==> src/rtl/chebyshev_sequencer.sv <==
// chebyshev_sequencer: Clenshaw-recurrence controller issuing ROM reads and datapath strobes per request
module chebyshev_sequencer #(
    parameter int WORD_LENGTH    = 16,
    parameter int ORDER_MAX      = 15,
    parameter int ADDR_WIDTH     = 4,
    parameter int TIMEOUT_CYCLES = 64
) (
    input  logic                   clock,
    input  logic                   reset,
    input  logic                   in_valid,
    output logic                   in_ready,
    input  logic [WORD_LENGTH-1:0] in_x,
    input  logic [7:0]             in_order,
    output logic                   coeff_rd_en,
    output logic [ADDR_WIDTH-1:0]  coeff_addr,
    output logic                   dp_clear,
    output logic                   dp_x_load,
    output logic [WORD_LENGTH-1:0] dp_x,
    output logic                   dp_step,
    output logic                   dp_final,
    input  logic                   dp_done,
    input  logic [WORD_LENGTH-1:0] dp_result,
    output logic                   result_valid,
    input  logic                   result_ready,
    output logic [WORD_LENGTH-1:0] result_data,
    output logic                   result_err,
    output logic                   result_sat,
    output logic                   busy
);
    typedef enum logic [2:0] {S_IDLE, S_CLEAR, S_STEP, S_FINAL, S_WAIT, S_DONE} state_t;
    localparam int CW = (TIMEOUT_CYCLES > 2) ? $clog2(TIMEOUT_CYCLES) : 1;
    localparam logic [CW-1:0] CNT_LAST = CW'(TIMEOUT_CYCLES - 1);
    localparam logic [7:0] OMAX_IN = 8'(ORDER_MAX);
    localparam logic [ADDR_WIDTH-1:0] OMAX = ADDR_WIDTH'(ORDER_MAX);
    state_t                 state_q, state_d;
    logic [WORD_LENGTH-1:0] x_q, x_d, data_q, data_d;
    logic [ADDR_WIDTH-1:0]  n_q, n_d, k_q, k_d;
    logic [CW-1:0]          cnt_q, cnt_d;
    logic                   sat_in_q, sat_in_d, sat_q, sat_d, err_q, err_d;
    assign dp_x        = x_q;
    assign result_data = data_q;
    assign result_err  = err_q;
    assign result_sat  = sat_q;
    // State and datapath registers; reset clears everything including the held result
    always_ff @(posedge clock) begin
        if (reset) begin
            state_q  <= S_IDLE;
            x_q      <= '0;
            n_q      <= '0;
            k_q      <= '0;
            cnt_q    <= '0;
            sat_in_q <= 1'b0;
            data_q   <= '0;
            err_q    <= 1'b0;
            sat_q    <= 1'b0;
        end else begin
            state_q  <= state_d;
            x_q      <= x_d;
            n_q      <= n_d;
            k_q      <= k_d;
            cnt_q    <= cnt_d;
            sat_in_q <= sat_in_d;
            data_q   <= data_d;
            err_q    <= err_d;
            sat_q    <= sat_d;
        end
    end
    // Next-state logic and strobe decode, all outputs derived from registered state
    always_comb begin
        state_d      = state_q;
        x_d          = x_q;
        n_d          = n_q;
        k_d          = k_q;
        cnt_d        = cnt_q;
        sat_in_d     = sat_in_q;
        data_d       = data_q;
        err_d        = err_q;
        sat_d        = sat_q;
        coeff_rd_en  = 1'b0;
        coeff_addr   = '0;
        dp_clear     = 1'b0;
        dp_x_load    = 1'b0;
        dp_step      = 1'b0;
        dp_final     = 1'b0;
        in_ready     = (state_q == S_IDLE);
        result_valid = (state_q == S_DONE);
        busy         = (state_q != S_IDLE);
        case (state_q)
            S_IDLE: begin
                if (in_valid) begin
                    x_d      = in_x;
                    sat_in_d = in_order > OMAX_IN;
                    n_d      = (in_order > OMAX_IN) ? OMAX : ADDR_WIDTH'(in_order);
                    state_d  = S_CLEAR;
                end
            end
            S_CLEAR: begin
                dp_clear    = 1'b1;
                dp_x_load   = 1'b1;
                coeff_rd_en = 1'b1;
                coeff_addr  = n_q;
                k_d         = n_q;
                state_d     = (n_q != '0) ? S_STEP : S_FINAL;
            end
            S_STEP: begin
                dp_step     = 1'b1;
                coeff_rd_en = 1'b1;
                coeff_addr  = k_q - ADDR_WIDTH'(1);
                k_d         = (k_q > ADDR_WIDTH'(1)) ? k_q - ADDR_WIDTH'(1) : k_q;
                state_d     = (k_q > ADDR_WIDTH'(1)) ? S_STEP : S_FINAL;
            end
            S_FINAL: begin
                dp_final = 1'b1;
                cnt_d    = '0;
                state_d  = S_WAIT;
            end
            S_WAIT: begin
                if (dp_done || cnt_q == CNT_LAST) begin
                    data_d  = dp_done ? dp_result : '0;
                    err_d   = !dp_done;
                    sat_d   = sat_in_q;
                    state_d = S_DONE;
                end else begin
                    cnt_d = cnt_q + CW'(1);
                end
            end
            S_DONE: state_d = result_ready ? S_IDLE : S_DONE;
            default: state_d = S_IDLE;
        endcase
    end
endmodule

==> config.mk <==
export PLATFORM = sky130hd
export DESIGN_NAME = chebyshev_sequencer
export DESIGN_NICKNAME = d
export VERILOG_FILES = /design/src/rtl/chebyshev_sequencer.sv
export SDC_FILE = /design/constraint.sdc
export NUM_CORES = 1
export LEC_CHECK = 0
export CORE_MARGIN = 2
export CORE_UTILIZATION = 35
export CTS_BUF_LIST = sky130_fd_sc_hd__clkbuf_4 sky130_fd_sc_hd__clkbuf_8 sky130_fd_sc_hd__clkbuf_16
export CTS_CLUSTER_DIAMETER = 60
export DETAILED_ROUTE_END_ITERATION = 10
export GPL_TIMING_DRIVEN = 0
export PLACE_DENSITY = 0.74
export SLEW_MARGIN = 20
export SYNTH_ARGS = -nofsm -noshare
export SYNTH_HDL_FRONTEND = slang
export SYNTH_SLANG_ARGS = --single-unit
==> constraint.sdc <==
create_clock -name clock -period 1.9 [get_ports clock]
set_input_delay 0.38 -clock clock [delete_from_list [all_inputs] [get_ports clock]]
set_output_delay 0.38 -clock clock [all_outputs]
set_load 0.1 [all_outputs]
==> run metrics, run 1 <==
status complete, but fails checks; failing checks setup timing; CTS tree built; CTS buffer count 5; P per Cell Area 1635 nW/µm²; final WL 5915 µm; DRC violations left 0; Ys Warns 0; vias in the first global route 2096; worst-path cell chain or3b_4, inv_8, buf_6, nand2_4, o21ai_4, buf_12; endpoints failing setup 4; Fin. Hold Viols 0; Crit Path Class register to output port; skew final 0.003052 ns; sequential-to-total area share from yosys stat 0.4717; Synth Instances 241; TritonRoute pass-1 iters 4; Max Cap Viol 0; number of synthesized register bits 52; area of the mapped netlist 2207 µm²; most common cell after layout, fill and taps aside dfxtp_1; Lkg Pwr 0.001469 µW; CTS Sinks 52; Final nets 396; worst skew pair latency 0.30 ns; max incr delay on CP 0.43 ns; pin count of the biggest net entering global routing 17; startpoint types register; die area 6957 µm²; Period minus WS final 1.970 ns; P_sw 2924 µW; Clock power frac 0.111; Mapped Avg Cell Area 9.158 µm²; Max FO, Critical Path 6; ys async rst share 0; number of flops mapped to enable cells by yosys 0; Worst Hold Class register to register; setup TNS -0.1727 ns; row count 28; core area 5991 µm²; RSZ-0062 raised after global routing true; CTS H-Tree Depth 2; worst path buffer plus inverter count 3; DR vias/cell 5.125; Initial Utilization 0.3684; Worst EP arrival 1.59 ns; First DRT Iteration DRCs 61; worst-case clock buffer depth 2; post-synth cell types 48; first-pass GRT wire length 9749 µm; synth-to-layout area growth 59.13%; grt ovf 0; Slew headroom 0.3623; GP Congestion 0.8506; share of cells above drive strength 1 0.2980; fmax 507.7 MHz; die width 83.41 µm; Port Buf Inserts 90; Routed wire per std cell 13.95 µm; sw frac 0.5091; die height 83.41 µm; Slowest cell on crit path or3b_4; Design Power 5743 µW; Clk pin slew, worst setup/hold paths 0.09 ns; Tightest Pin Transition 0.9602 ns; via count 2173; Post-Syn Nets 289; combinational share of power 0.639; CTS root buffer clkbuf_8; Post-CTS Hold Fix Bufs 0; Seq pwr share 0.250; worst setup margin -0.06978 ns; post-DP HPWL 4224 µm; Int Pwr 2819 µW; Crit path max-delay family simple AND/OR/NAND/NOR gates; initial antenna violation count 0; most frequent cells in the layout dfxtp_1, clkdlybuf4s50_1, nand2_1, clkbuf_2, a21oi_1; ys flop type dfxtp_1; Top Ports 91; antenna cells 0; Data required, critical path 1.52 ns; Slew Limit Fails 0; FILL cells 551; Post-DRT Antenna Nets 0; total track usage 0.1667; Worst VDD drop 1.409 mV; Final Cycle Share 1.037; Crit. End Element output port
per-stage QoR:
| step | hold WS (ns) | utilization | setup WS, ns | std cells | area, µm² |
|---|---|---|---|---|---|
| 6_report | 0.4618 | 0.5863 | -0.06978 | 424 | 3512 |
| 5_1_grt | 0.4793 | 0.5863 | -0.1123 | 424 | 3512 |
| 4_1_cts | 0.4613 | 0.5896 | -0.1481 | 420 | 3532 |
| 3_5_place_dp | 0.4485 | 0.5512 | -0.7782 | 406 | 3302 |
| 3_3_place_gp | 0.4418 | 0.5512 | -0.7492 | 406 | 3302 |
| 2_1_floorplan | 0.4406 | - | -0.2342 | 241 | 2307 |
synth_stat cells (2+ instances only):
| cell | n | area (µm²) |
|---|---|---|
| or3_1 | 2 | 12.51 |
| a21oi_1 | 25 | 125.1 |
| o31ai_1 | 2 | 15.01 |
| nand3_1 | 7 | 35.03 |
| inv_1 | 5 | 18.77 |
| xnor2_1 | 3 | 26.28 |
| a211oi_1 | 2 | 15.01 |
| nor3_1 | 3 | 15.01 |
| ha_1 | 3 | 37.54 |
| clkbuf_1 | 3 | 11.26 |
| or3b_1 | 2 | 17.52 |
| o21ai_0 | 7 | 35.03 |
| and2_1 | 2 | 12.51 |
| a22o_1 | 16 | 140.1 |
| a21o_1 | 4 | 30.03 |
| o221a_2 | 5 | 56.30 |
| a221o_1 | 2 | 20.02 |
| dfxtp_1 | 52 | 1041 |
| nand2_1 | 47 | 176.4 |
| buf_6 | 2 | 22.52 |
| nor2_1 | 9 | 33.78 |
| nand3b_1 | 3 | 22.52 |
| nor4_1 | 2 | 12.51 |
| buf_2 | 6 | 30.03 |
| buf_4 | 4 | 30.03 |
state kept, by name (all words and copies together), names as in the netlist:
register / cells
cnt_q: 6
dp_x: 16
k_q: 4
n_q: 4
result_data: 16
result_err: 1
result_sat: 1
sat_in_q: 1
state_q: 3
per-layer routing:
metal  GRT usage  up-vias  wire [µm]
met5           0        -          0
met4     0.03079        0         44
met3     0.05666        5        430
met2      0.2742       73       2740
met1      0.2153     1021       2699
li1            -     1074          -
logic make-up (layout without fill, tap and decap cells):
family                     count (synthesis)  in the layout  share of synthesized area
AOI/OAI and AO/OA                         72             72                     0.2375
xor gates and xnor gates                   3              3                    0.01191
adders and majority gates                  3              3                    0.01701
buffers and inverters                     22            130                    0.05499
DFF                                       52             52                     0.4717
muxes                                      1              1                   0.005102
and+or+nand+nor                           88             88                     0.2018
power groups by stage:
stage          Clock [µW]  Sequential (µW)  Combinational, µW
3_3_place_gp            0             1410               3170
5_1_grt               708             1460               3830
4_1_cts               666             1410               3560
3_5_place_dp            0             1420               3200
6_report              639             1440               3670
2_1_floorplan           0             1980               1940
final timing paths:
path | slack [ns] | start | cells past startpoint | endpoint
max | -0.07 | state_q[2] | 6 | coeff_addr[3]
max reg2reg | 0.09 | state_q[0] | 5 | cnt_q[2]
min reg2reg | 0.46 | dp_x[9] | 2 | dp_x[9]
min | 0.46 | dp_x[9] | 2 | dp_x[9]
cell type report:
type	count	area (µm²)	share of cell area
plain buffers	11	86.33	0.02458
clock buffers	6	76.32	0.02173
clock inverters	2	16.27	0.004631
inverters	7	40.04	0.01140
multi-input cells	167	1186	0.3377
flip-flops and latches	52	1050	0.2989
well taps	75	93.84	0.02672
repair buffers	104	963.4	0.2743
tightest hold or removal path: cells and delay by family (launching register included):
family / cells / cell delay (ns)
flops: 1 / 0.32
simple gates: 1 / 0.05
compound gates: 1 / 0.05
what timing repair did:
| item | CTS | global route |
|---|---|---|
| setup buffers | 7 | 7 |
| gates resized for setup | 160 | 59 |
| pin swaps | 1 | 2 |
| endpoints found under the setup margin | 56 | 47 |
Power figures use the tool's default switching activity.
==> run 2: changes to the inputs <==
--- a/config.mk
+++ b/config.mk
@@ -5,10 +5,10 @@
 export SDC_FILE = /design/constraint.sdc
 export NUM_CORES = 1
 export LEC_CHECK = 0
+export CAP_MARGIN = 20
 export CORE_MARGIN = 2
 export CORE_UTILIZATION = 35
 export CTS_BUF_LIST = sky130_fd_sc_hd__clkbuf_4 sky130_fd_sc_hd__clkbuf_8 sky130_fd_sc_hd__clkbuf_16
-export CTS_CLUSTER_DIAMETER = 60
 export DETAILED_ROUTE_END_ITERATION = 10
 export GPL_TIMING_DRIVEN = 0
 export PLACE_DENSITY = 0.74
==> constraint.sdc (replaced) <==
create_clock -name clock -period 2.16 [get_ports clock]
set_input_delay 0.432 -clock clock [delete_from_list [all_inputs] [get_ports clock]]
set_output_delay 0.432 -clock clock [all_outputs]
set_load 0.1 [all_outputs]
==> run metrics, run 2 (same netlist as run 1, synthesis figures left out) <==
max incr delay on CP 0.48 ns; Crit. End Element output port; RSZ-0062 raised after global routing false; grt ovf 0; die width 83.41 µm; Seq pwr share 0.259; Initial Utilization 0.3684; combinational share of power 0.591; worst-path cell chain buf_6, or3_4, clkdlybuf4s15_2; Final Cycle Share 0.9815; Reg2Reg Depth 6; Slew Limit Fails 0; fmax 471.7 MHz; antenna cells 0; Fin. Hold Viols 0; internal reg-to-reg setup slack 0.30 ns; Period minus WS final 2.120 ns; post-DP HPWL 4225 µm; vias in the first global route 2039; DP Worst Slack -0.5914 ns; Clock power frac 0.150; first-pass GRT wire length 9791 µm; core area 5991 µm²; P per Cell Area 1400 nW/µm²; most common cell after layout, fill and taps aside dfxtp_1; Routed wire per std cell 13.79 µm; Setup crit start state_q[1]; Tightest Pin Transition 0.9767 ns; Final Non-Filler Cells 414; startpoint types register; endpoints failing setup 0; CTS tree built; total track usage 0.1684; P_sw 2431 µW; Slew headroom 0.3514; setup TNS 0 ns; Worst Hold Class register to register; Max Cap Viol 0; Worst VDD drop 1.079 mV; die area 6957 µm²; synth-to-layout area growth 52.95%; DRC violations left 0; Port Buf Inserts 90; via count 2074; Data required, critical path 1.73 ns; Lkg Pwr 0.001461 µW; skew final 0.008861 ns; sw frac 0.5146; die height 83.41 µm; initial antenna violation count 0; Max FO, Critical Path 10; pin count of the biggest net entering global routing 17; Final nets 386; placed cell count 406; Worst R2R Start cnt_q[0]; Top Ports 91; Crit path depth 3; row count 28; Crit Path Class register to output port; CTS root buffer clkbuf_8; crit path capture busy; CTS buffer count 5; worst setup margin 0.03986 ns; Post-CTS Repair Setup Buffers 0; Int Pwr 2293 µW; Slowest cell on crit path clkdlybuf4s15_2; worst-case clock buffer depth 2; most frequent cells in the layout dfxtp_1, nand2_1, clkdlybuf4s50_1, dlygate4sd2_1, a21oi_1; worst path buffer plus inverter count 2; share of cells above drive strength 1 0.1740; CTS Sinks 52; worst skew pair latency 0.30 ns; DR vias/cell 5.010; Design Power 4724 µW; First DRT Iteration DRCs 81; final WL 5707 µm; TritonRoute pass-1 iters 4; Worst EP arrival 1.69 ns; Post-DRT Antenna Nets 0; GP Congestion 0.8266; Crit path max-delay family buffers and inverters; CTS H-Tree Depth 2; reg-to-reg endpoint result_data[14]; status finished clean; Clk pin slew, worst setup/hold paths 0.10 ns
-- run 2: changes by cell type in the layout (fill, tap and decap cells not counted), sizes merged --
cell	before	now
clkinvlp	2	1
buf	34	22
dlygate4sd2	0	34
clkinv	1	2
clkdlybuf4s15	9	2
clkbuf	34	9
bufinv	0	1
inv	6	5
-- run 2: final cells by class --
class	instances	area, µm²
clock inverter	2	38.79
clock buffer	6	82.58
multi-input combinational	167	1096
tap	75	93.84
inverter	7	36.28
fill	579	2615
timing repair buffer	90	882.1
sequential	52	1046
buffer	15	100.1
-- run 2: worst min path at each step --
stage             start  cells after the start  slack (ns)    endpoint
5_1_grt        dp_x[14]                      2        0.49    dp_x[14]
4_1_cts        dp_x[15]                      2        0.46    dp_x[15]
2_1_floorplan  sat_in_q                      2        0.44  result_sat
3_3_place_gp   dp_x[13]                      2        0.44    dp_x[13]
6_report        dp_x[1]                      2        0.46     dp_x[1]
3_5_place_dp   dp_x[15]                      2        0.45    dp_x[15]
-- run 2: timing repair --
action | CTS | global route
hold endpoints to repair | 0 | 0
endpoints found under the setup margin | 46 | 16
gates resized for setup | 109 | 10
hold buffers | 0 | 0
-- run 2: metrics by stage --
step	instance area, µm²	hold slack (ns)	utilization
floorplan	2262	0.4406	-
global placement	3257	0.4420	0.5437
detailed placement	3257	0.4523	0.5437
CTS	3364	0.4634	0.5616
global route	3376	0.4861	0.5635
finish	3376	0.4621	0.5635
-- run 2: tightest hold or removal path, stage by stage, from the launching register on --
cell	delay, ns
dfxtp_1	0.32
nand2_1	0.05
a21oi_1	0.05
-- run 2: power by group through the flow --
stage	Clock, µW	Combinational (µW)	Sequential, µW
after floorplan	0	1650	1740
after global routing	759	2940	1240
after detailed placement	0	2750	1240
after CTS	730	2780	1220
final	709	2790	1220
after global placement	0	2730	1240
-- run 2: metal layers --
| layer | global-route usage | up-vias | routed length, µm |
|---|---|---|---|
| met2 | 0.2771 | 67 | 2562 |
| met1 | 0.2162 | 948 | 2655 |
| met4 | 0.03372 | 0 | 62 |
| li1 | - | 1051 | - |
| met3 | 0.05666 | 8 | 426 |
| met5 | 0 | - | 0 |
==> run 3: changes to the inputs <==
--- a/config.mk
+++ b/config.mk
@@ -6,7 +6,7 @@
 export NUM_CORES = 1
 export LEC_CHECK = 0
 export CAP_MARGIN = 20
-export CORE_MARGIN = 2
+export CORE_MARGIN = 10
 export CORE_UTILIZATION = 35
 export CTS_BUF_LIST = sky130_fd_sc_hd__clkbuf_4 sky130_fd_sc_hd__clkbuf_8 sky130_fd_sc_hd__clkbuf_16
 export DETAILED_ROUTE_END_ITERATION = 10
==> run metrics, run 3 (same netlist as run 1, synthesis figures left out) <==
Clk pin slew, worst setup/hold paths 0.10 ns; Lkg Pwr 0.001447 µW; core area 6026 µm²; CTS Sinks 52; status finished clean; worst setup margin 0.08253 ns; Initial Utilization 0.3663; CTS buffer count 5; CTS root buffer clkbuf_8; Data required, critical path 1.73 ns; final WL 6380 µm; Design Power 4600 µW; antenna cells 0; Crit. End Element output port; Max FO, Critical Path 8; TritonRoute pass-1 iters 4; Worst VDD drop 1.407 mV; DR vias/cell 4.998; fmax 481.4 MHz; Int Pwr 2148 µW; P per Cell Area 1375 nW/µm²; First DRT Iteration DRCs 81; combinational share of power 0.608; Worst Hold Class register to register; worst-case clock buffer depth 2; via count 2069; P_sw 2452 µW; total track usage 0.1246; Top Ports 91; Period minus WS final 2.077 ns; grt ovf 0; Final Cycle Share 0.9618; worst skew pair latency 0.30 ns; startpoint types register; post-DP HPWL 4879 µm; Clock power frac 0.126; share of cells above drive strength 1 0.1770; DRC violations left 0; Seq pwr share 0.266; DP Worst Slack -0.6190 ns; internal reg-to-reg setup slack 0.31 ns; Slew Limit Fails 0; Post-CTS Hold Fix Bufs 0; Crit Path Class register to output port; initial antenna violation count 0; Fin. Hold Viols 0; most frequent cells in the layout dfxtp_1, nand2_1, clkdlybuf4s50_1, dlygate4sd2_1, a21oi_1; row count 28; die width 99.41 µm; GP Congestion 0.8011; Max Cap Viol 0; Slew headroom 0.3398; Post-DRT Antenna Nets 0; Tightest Pin Transition 0.9942 ns; first-pass GRT wire length 10400 µm; Final nets 386; pin count of the biggest net entering global routing 19; Port Buf Inserts 90; endpoints failing setup 0; die area 9882 µm²; Post-DP Area 3257 µm²; skew final 0.007103 ns; synth-to-layout area growth 51.59%; final instance area 3346 µm²; most common cell after layout, fill and taps aside dfxtp_1; die height 99.41 µm; Routed wire per std cell 15.41 µm; CTS H-Tree Depth 2; sw frac 0.5331; CTS tree built; vias in the first global route 2029; Worst EP arrival 1.65 ns
-- run 3: path summary, 6_finish.rpt --
| path | start | end | cells after the start |
|---|---|---|---|
| hold / removal | dp_x[13] | dp_x[13] | 2 |
| hold reg to reg | dp_x[13] | dp_x[13] | 2 |
| setup reg to reg | cnt_q[0] | result_data[9] | 6 |
| setup / recovery | state_q[2] | dp_x_load | 5 |
-- run 3: area by class of cell --
class / count / area (µm²)
Clock buffer: 5 / 68.82
Multi-Input combinational cell: 167 / 1101
Timing Repair Buffer: 90 / 877.1
Sequential cell: 52 / 1046
Inverter: 7 / 33.78
Tap cell: 75 / 93.84
Buffer: 15 / 100.1
Fill cell: 569 / 2680
Clock inverter: 3 / 25.02
-- run 3: power groups by stage --
| stage | clock network [µW] | logic (µW) | registers, µW |
|---|---|---|---|
| 6_report | 579 | 2800 | 1220 |
| 2_1_floorplan | 0 | 1650 | 1740 |
| 4_1_cts | 604 | 2770 | 1220 |
| 3_5_place_dp | 0 | 2770 | 1240 |
| 3_3_place_gp | 0 | 2750 | 1240 |
| 5_1_grt | 642 | 2950 | 1240 |
-- run 3: critical path, stage by stage (launching register included) --
cell	delay (ns)
dfxtp_2	0.34
or3b_1	0.36
buf_4	0.17
inv_4	0.09
buf_4	0.11
buf_4	0.27
-- run 3: repair_timing --
item	in CTS	in global routing
buffers inserted	0	0
resized for setup	106	15
endpoints found under the setup margin	46	17
-- run 3: through the flow --
step,TNS [ns],std cells,utilization,hold slack [ns]
after floorplan,-0.03844,241,-,0.4406
after global placement,-4.664,406,0.5405,0.4424
after detailed placement,-4.958,406,0.5405,0.4473
after CTS,0,414,0.5515,0.4592
after global routing,-0.001332,414,0.5552,0.4796
final,0,414,0.5552,0.4549
-- run 3: routing by layer --
layer  global-route usage  vias to the layer above  wire [µm]
met2               0.1944                       62       2875
met4              0.01874                        0         24
met5                    0                        -          0
li1                     -                     1059          -
met1               0.1550                      943       2914
met3              0.05952                        5        566
